[config.mk]
export PLATFORM = sky130hd
export DESIGN_NAME = frame_cmd_scheduler
export DESIGN_NICKNAME = d
export VERILOG_FILES = /design/src/rtl/frame_cmd_pkg.sv /design/src/rtl/frame_cmd_scheduler_cmd_fifo.sv /design/src/rtl/frame_cmd_scheduler.sv
export SDC_FILE = /design/constraint.sdc
export NUM_CORES = 2
export LEC_CHECK = 0
export ABC_AREA = 1
export CORE_ASPECT_RATIO = 0.6
export CORE_MARGIN = 1
export CORE_UTILIZATION = 25
export DETAILED_ROUTE_END_ITERATION = 6
export HOLD_SLACK_MARGIN = 0.12
export PLACE_DENSITY = 0.49
export SLEW_MARGIN = 20
export SYNTH_ARGS = -nofsm -noshare
export SYNTH_HDL_FRONTEND = slang
export SYNTH_SLANG_ARGS = --single-unit
[constraint.sdc]
create_clock -name clk -period 4.1 [get_ports clk]
set_clock_uncertainty 0.15 [all_clocks]
set_input_delay 1.025 -clock clk [delete_from_list [all_inputs] [get_ports clk]]
set_output_delay 1.025 -clock clk [all_outputs]
set_load 0.1 [all_outputs]
[src/rtl/frame_cmd_pkg.sv]
// Shared definitions for the frame command scheduler: layer command word
// field positions, info codes, register addresses, the FIFO entry layout
// and the word-building helpers.
package frame_cmd_pkg;

    localparam int unsigned CMD_W          = 32;
    localparam int unsigned SUB_COMP_LSB   = 26;
    localparam int unsigned CHILD_LSB      = 21;
    localparam int unsigned INFO_MSB       = 20;
    localparam int unsigned INFO_LSB       = 17;
    localparam int unsigned INPUT_TYPE_LSB = 14;
    localparam int unsigned BUF_BIT        = 13;
    localparam int unsigned MSG_W          = 13;

    localparam logic [3:0]       INFO_IDLE   = 4'b0000;
    localparam logic [3:0]       INFO_UPDATE = 4'b0001;
    localparam logic [3:0]       INFO_SWAP   = 4'b1111;
    localparam logic [CMD_W-1:0] IDLE_CMD    = 32'h0;

    localparam logic [1:0] ADDR_CMD    = 2'd0;
    localparam logic [1:0] ADDR_COMMIT = 2'd1;
    localparam logic [1:0] ADDR_CLR    = 2'd2;

    // One queue slot: marker=1 denotes a commit (buffer swap request).
    typedef struct packed {
        logic             marker;
        logic [CMD_W-1:0] word;
    } fifo_entry_t;

    // Software command stamped with the back buffer; a raw swap code is
    // neutralised so only the scheduler can ever issue a swap.
    function automatic logic [CMD_W-1:0] stamp_cmd(input logic [CMD_W-1:0] w,
                                                   input logic             bb);
        logic [3:0] info;
        info = w[INFO_MSB:INFO_LSB];
        if (info == INFO_SWAP) begin
            info = INFO_IDLE;
        end
        return {w[CMD_W-1:SUB_COMP_LSB], w[SUB_COMP_LSB-1:CHILD_LSB], info,
                w[INFO_LSB-1:INPUT_TYPE_LSB], bb, w[MSG_W-1:0]};
    endfunction

    // Swap command carrying the buffer index being handed to the display.
    function automatic logic [CMD_W-1:0] swap_cmd(input logic bb);
        logic [CMD_W-1:0] r;
        r                    = IDLE_CMD;
        r[INFO_MSB:INFO_LSB] = INFO_SWAP;
        r[BUF_BIT]           = bb;
        return r;
    endfunction

endpackage

[src/rtl/frame_cmd_scheduler_cmd_fifo.sv]
// cmd_fifo: synchronous FIFO of fifo_entry_t with async active-high reset.
// Ports: clk, reset, push_i/push_data_i (enqueue), pop_i (dequeue),
// full_o, empty_o, level_o (occupancy), head_o (first-word fall-through).
module cmd_fifo
    import frame_cmd_pkg::*;
#(
    parameter int unsigned FIFO_DEPTH = 64
) (
    input  logic                          clk,
    input  logic                          reset,
    input  logic                          push_i,
    input  fifo_entry_t                   push_data_i,
    input  logic                          pop_i,
    output logic                          full_o,
    output logic                          empty_o,
    output logic [$clog2(FIFO_DEPTH):0]   level_o,
    output fifo_entry_t                   head_o
);

    localparam int unsigned AW = $clog2(FIFO_DEPTH);

    fifo_entry_t       mem_q [FIFO_DEPTH];
    logic [AW-1:0]     wr_ptr_q, rd_ptr_q;
    logic [AW:0]       count_q;
    logic              push_ok, pop_ok;

    assign full_o  = (count_q == (AW+1)'(FIFO_DEPTH));
    assign empty_o = (count_q == '0);
    assign level_o = count_q;
    assign head_o  = mem_q[rd_ptr_q];

    // Fullness is judged before the edge, so a same-cycle pop never admits a push.
    assign push_ok = push_i && !full_o;
    assign pop_ok  = pop_i && !empty_o;

    // Storage needs no reset; pointers define validity.
    always_ff @(posedge clk) begin
        if (push_ok) begin
            mem_q[wr_ptr_q] <= push_data_i;
        end
    end

    // Pointer and occupancy bookkeeping.
    always_ff @(posedge clk or posedge reset) begin
        if (reset) begin
            wr_ptr_q <= '0;
            rd_ptr_q <= '0;
            count_q  <= '0;
        end else begin
            if (push_ok) begin
                wr_ptr_q <= wr_ptr_q + AW'(1);
            end
            if (pop_ok) begin
                rd_ptr_q <= rd_ptr_q + AW'(1);
            end
            if (push_ok && !pop_ok) begin
                count_q <= count_q + (AW+1)'(1);
            end else if (pop_ok && !push_ok) begin
                count_q <= count_q - (AW+1)'(1);
            end
        end
    end

endmodule

[src/rtl/frame_cmd_scheduler.sv]
// frame_cmd_scheduler: queues Avalon command writes, stamps them with the
// back-buffer index and drives them onto the shared layer command bus;
// commits become one buffer swap per vertical blank.
// Ports: clk, reset (async, active-high); Avalon slave chipselect, write,
// read, address, writedata, readdata (status); vcount (VGA line);
// cmd_out (registered layer bus); back_buf (current back buffer).
module frame_cmd_scheduler
    import frame_cmd_pkg::*;
#(
    parameter int unsigned FIFO_DEPTH = 64,
    parameter logic [9:0]  V_ACTIVE   = 10'd480
) (
    input  logic        clk,
    input  logic        reset,
    input  logic        chipselect,
    input  logic        write,
    input  logic        read,
    input  logic [1:0]  address,
    input  logic [31:0] writedata,
    output logic [31:0] readdata,
    input  logic [9:0]  vcount,
    output logic [31:0] cmd_out,
    output logic        back_buf
);

    localparam int unsigned LVL_W = $clog2(FIFO_DEPTH) + 1;

    logic             wr_cmd_c, wr_commit_c, wr_clr_c, push_c, pop_c, in_blank_c;
    fifo_entry_t      push_entry_c, head;
    logic             full, empty;
    logic [LVL_W-1:0] level;

    logic [31:0]      cmd_q, cmd_d;
    logic             bb_q, bb_d;
    logic             swapped_q, swapped_d;
    logic             ovf_q, ovf_d;
    logic [LVL_W-1:0] mcnt_q, mcnt_d;

    // Status is returned every cycle regardless of the read strobe.
    logic unused_read;
    assign unused_read = read;

    assign wr_cmd_c    = chipselect && write && (address == ADDR_CMD);
    assign wr_commit_c = chipselect && write && (address == ADDR_COMMIT);
    assign wr_clr_c    = chipselect && write && (address == ADDR_CLR);
    assign push_c      = wr_cmd_c || wr_commit_c;
    assign in_blank_c  = (vcount >= V_ACTIVE);

    assign push_entry_c.marker = wr_commit_c;
    assign push_entry_c.word   = wr_commit_c ? IDLE_CMD : writedata;

    cmd_fifo #(
        .FIFO_DEPTH (FIFO_DEPTH)
    ) u_fifo (
        .clk         (clk),
        .reset       (reset),
        .push_i      (push_c),
        .push_data_i (push_entry_c),
        .pop_i       (pop_c),
        .full_o      (full),
        .empty_o     (empty),
        .level_o     (level),
        .head_o      (head)
    );

    // Drain decision, swap gating and status bookkeeping.
    always_comb begin
        pop_c     = 1'b0;
        cmd_d     = IDLE_CMD;
        bb_d      = bb_q;
        swapped_d = swapped_q;
        ovf_d     = ovf_q;
        mcnt_d    = mcnt_q;

        if (!in_blank_c) begin
            swapped_d = 1'b0;
        end

        if (!empty) begin
            if (!head.marker) begin
                pop_c = 1'b1;
                cmd_d = stamp_cmd(head.word, bb_q);
            end else if (in_blank_c && !swapped_q) begin
                // A marker blocks everything behind it until its swap goes out.
                pop_c     = 1'b1;
                cmd_d     = swap_cmd(bb_q);
                bb_d      = ~bb_q;
                swapped_d = 1'b1;
            end
        end

        if (push_c && full) begin
            ovf_d = 1'b1;
        end else if (wr_clr_c) begin
            ovf_d = 1'b0;
        end

        // Markers in flight, so commit_pending needs no FIFO scan.
        if ((wr_commit_c && !full) && !(pop_c && head.marker)) begin
            mcnt_d = mcnt_q + LVL_W'(1);
        end else if ((pop_c && head.marker) && !(wr_commit_c && !full)) begin
            mcnt_d = mcnt_q - LVL_W'(1);
        end
    end

    always_ff @(posedge clk or posedge reset) begin
        if (reset) begin
            cmd_q     <= IDLE_CMD;
            bb_q      <= 1'b1;
            swapped_q <= 1'b0;
            ovf_q     <= 1'b0;
            mcnt_q    <= '0;
        end else begin
            cmd_q     <= cmd_d;
            bb_q      <= bb_d;
            swapped_q <= swapped_d;
            ovf_q     <= ovf_d;
            mcnt_q    <= mcnt_d;
        end
    end

    assign cmd_out  = cmd_q;
    assign back_buf = bb_q;
    assign readdata = {8'h0, 16'(level), 5'h0, ovf_q, (mcnt_q != '0), bb_q};

endmodule

==> results by group <==
Outcome
  – Status: completed

Clock tree
  – Longest Clk Path Bufs: 4
  – CTS Root Cell: clkbuf_16
  – TritonCTS clock tree: yes
  – Hold_buf cts: 0
  – Clock-pin slew on the worst setup and hold paths: 70 ps
  – Clock Latency Late Sink: 860 ps
  – Htree depth: 4
  – # clock sinks: 2109
  – Inserted Clock Buffers: 192

Critical path
  – CP top delay family: buffers and inverters
  – Max FO, Critical Path: 88
  – Worst Setup Start Kind: flop
  – Worst path slowest cell: buf_4
  – R2R Setup Slk: 180 ps
  – Critical Path AT: 4530 ps
  – RR Endpoint: cmd_out[3]$_DFF_PP0_
  – Kind of critical path: reg2reg
  – Crit path cell chain: buf_12 > buf_4 > buf_4 > o21ai_0 > o221ai_1 > nand3_1 > nand3_1 > o21ai_1 > nand2_1 > nand2_1 > nor2_1
  – Critical Path Sink Type: flop
  – CP bufs+invs: 3
  – Worst Path Required: 4720 ps
  – Reg2reg path depth: 11
  – Critical Path Max Stage Delay: 860 ps
  – Reg-to-reg critical path startpoint: u_fifo.rd_ptr_q[1]$_DFFE_PP0P_

STA
  – Worst-Margin Slew: 1160 ps
  – Final worst path period share: 95.5%
  – Min Hold Slack: 327 ps
  – Fmax: 255 MHz
  – Setup TNS: 0 ps
  – Hold Vio Cnt, Final: 0
  – Final WS setup: 185 ps
  – Fin crit period: 3920 ps
  – RSZ-0062 raised after global routing: no
  – Final Max Tran Viols: 0
  – Final setup violation count: 0
  – Relative slew slack: 22.4%

Placement
  – Post-DP HPWL: 153000 µm
  – # placed instances: 10911
  – Placed cell areas: 92300 µm²
  – Dpl ws: -149 ps
  – Port Buffers: 84
  – Gpl congestion: 0.799

Power and ir drop
  – Power density over the cells: 660 nW/µm²
  – Pleak: 31.4 nW
  – P_sw: 25.2 mW
  – Total Power: 64.8 mW
  – Comb pwr share: 35.2%
  – Switching share of power: 38.9%
  – Clock network fraction of total power: 26.9%
  – Int Power: 39.6 mW
  – Reg power frac: 37.8%
  – Peak supply drop: 523 µV

Logic synthesis
  – Post-Synthesis Cell Area: 83900 µm²
  – Syn Area/Cell: 12.9 µm²
  – Seq/Total Area, Yosys: 75.1%
  – Yosys cell types: 42
  – FFs w/ async S/R, synth: 2.89%
  – Yosys warns: 0
  – Post-synth EDFFs: 2048
  – #FFs+latches synth: 2109
  – Gate Count Post-Synth: 6504
  – Main synth FF type: edfxtp_1

Route
  – Wirelength per Cell: 23.9 µm
  – TritonRoute pass-1 iters: 6
  – Final ANT Viol Nets: 0
  – Via/cell ratio: 4.83
  – Vias: 54333
  – DRC errors left: 0
  – DR iter-0 viols: 6974
  – WL final: 269000 µm

Floorplanning
  – Io pins: 114
  – Starting density of the core: 25.2%
  – Core ar.: 333000 µm²
  – Die Area: 338000 µm²
  – Die X: 750 µm
  – Rows: 164
  – Die height: 451 µm

GRT
  – Initial antenna violation count: 14
  – Total grt overflow: 0
  – First-pass GRT wire length: 379000 µm
  – Largest net degree at the start of global routing: 165
  – All-layer global routing usage: 15.3%
  – Number of global-route vias before repair: 50213

Worst hold path
  – Hold path depth: 1
  – Hold Path Sink: mcnt_q[6]$_DFFE_PP0P_
  – Hold path startpoint: mcnt_q[6]$_DFFE_PP0P_
  – HP Class: reg2reg

Cells and area
  – Layout Cells excl Fill: 11254
  – Nets@finish: 6690
  – Layout cells sized above 1: 10.1%
  – Final core utilization: 29.4%
  – P&R area growth vs syn: 16.9%
  – N_diodes: 0
  – Cell area after layout: 98100 µm²

Flow run
  – Max Cap Viol: 0
synthesized netlist by cell type (10+ instances only):
library cell  count  area, µm²
a21oi_1          74        370
buf_1            21       78.8
buf_2           126        631
buf_4            76        571
buf_6            28        315
clkbuf_1        210        788
dfrtp_1          60       1500
edfxtp_1       2048      61500
ha_1             14        175
inv_1           140        526
nand2_1         658       2470
nand3_1         295       1480
nand4_1          23        144
nor2_1         1201       4510
o211ai_1        108        811
o21ai_0         922       4610
o21ai_1          68        340
o221ai_1        115       1010
o22ai_1         261       1630
xor2_1           10       87.6
kinds of logic (layout without fill, tap and decap cells):
family	Yosys count	after routing	synth area share, %
other	1	22	0.00447
XOR/XNOR	12	12	0.125
adder cells (fa/ha/maj)	16	16	0.256
AND/OR/NAND/NOR	2198	2198	10.4
buffers and inverters	608	855	3.52
AO/OA/AOI/OAI	1560	1560	10.6
flip-flops	2109	2109	75.1
worst max path at each step:
stage                                         from  slack (ps)                            end  cells after the start
global placement                         vcount[5]        -190          mcnt_q[6]$_DFFE_PP0P_                     17
finish              u_fifo.rd_ptr_q[1]$_DFFE_PP0P_         180           cmd_out[3]$_DFF_PP0_                     11
floorplan                               chipselect        -750  u_fifo.mem_q[47][0]$_DFFE_PP_                      8
detailed placement                       vcount[5]        -150          mcnt_q[5]$_DFFE_PP0P_                     16
CTS                 u_fifo.rd_ptr_q[0]$_DFFE_PP0P_          80          mcnt_q[5]$_DFFE_PP0P_                     22
global route        u_fifo.rd_ptr_q[0]$_DFFE_PP0P_           7          mcnt_q[6]$_DFFE_PP0P_                     21
worst reg2reg max path: cells and delay by family (launching register included):
kind                   cells  cell delay (ps)
flip-flops                 1              490
AND/OR/NAND/NOR            5              590
AO/OA/AOI/OAI              3              990
buffers and inverters      3             1600
cells in the final DEF (no fill, tap or decap), types with 30 or more instances in the layout:
cell type and instances:
nor2_4 92, o211ai_1 108, nor2_1 1109, o221ai_1 115, clkbuf_1 52, a21oi_1 73, buf_4 199, o21ai_0 916
dfrtp_1 55, o21ai_1 74, o22ai_1 261, edfxtp_1 2048, clkinv_2 30, clkdlybuf4s50_1 59, inv_1 132, buf_12 111
clkbuf_16 194, clkinv_1 44, nand3_1 295, nand2_1 658
power groups by stage:
stage	clock network (mW)	logic, mW	registers [mW]
2_1_floorplan	0	13.5	26.1
3_5_place_dp	0	22.7	25.0
4_1_cts	17.8	22.8	24.5
6_report	17.5	22.8	24.5
3_3_place_gp	0	22.5	25.0
5_1_grt	18.6	24.7	24.6
registers in the layout (all words and copies together), names as in the netlist:
name and count:
back_buf 1, cmd_out 32, mcnt_q 7, ovf_q 1, swapped_q 1, u_fifo.level_o 7, u_fifo.mem_q 2048, u_fifo.rd_ptr_q 6
u_fifo.wr_ptr_q 6
metal layers:
| layer | up-vias | share of wire (%) | track usage [%] |
|---|---|---|---|
| li1 | 23971 | - | - |
| met1 | 27760 | 49 | 24.7 |
| met2 | 2337 | 41 | 21.2 |
| met3 | 265 | 8.4 | 2.59 |
| met4 | 0 | 1.4 | 2.47 |
| met5 | - | 0 | 0 |
final cells by class:
type	count	area, µm²
repair buffers	370	4320
inverters	144	597
clock buffers	247	5060
multi-input cells	3808	18700
clock inverters	94	737
well taps	4482	5610
fillers	33372	235000
flip-flops and latches	2109	63000
repair_timing:
action	4_1_cts	5_1_grt
buffers inserted	0	2
gates resized for setup	0	13
setup endpoints to repair	0	5
Note: power is estimated with default switching activity, not from simulation.
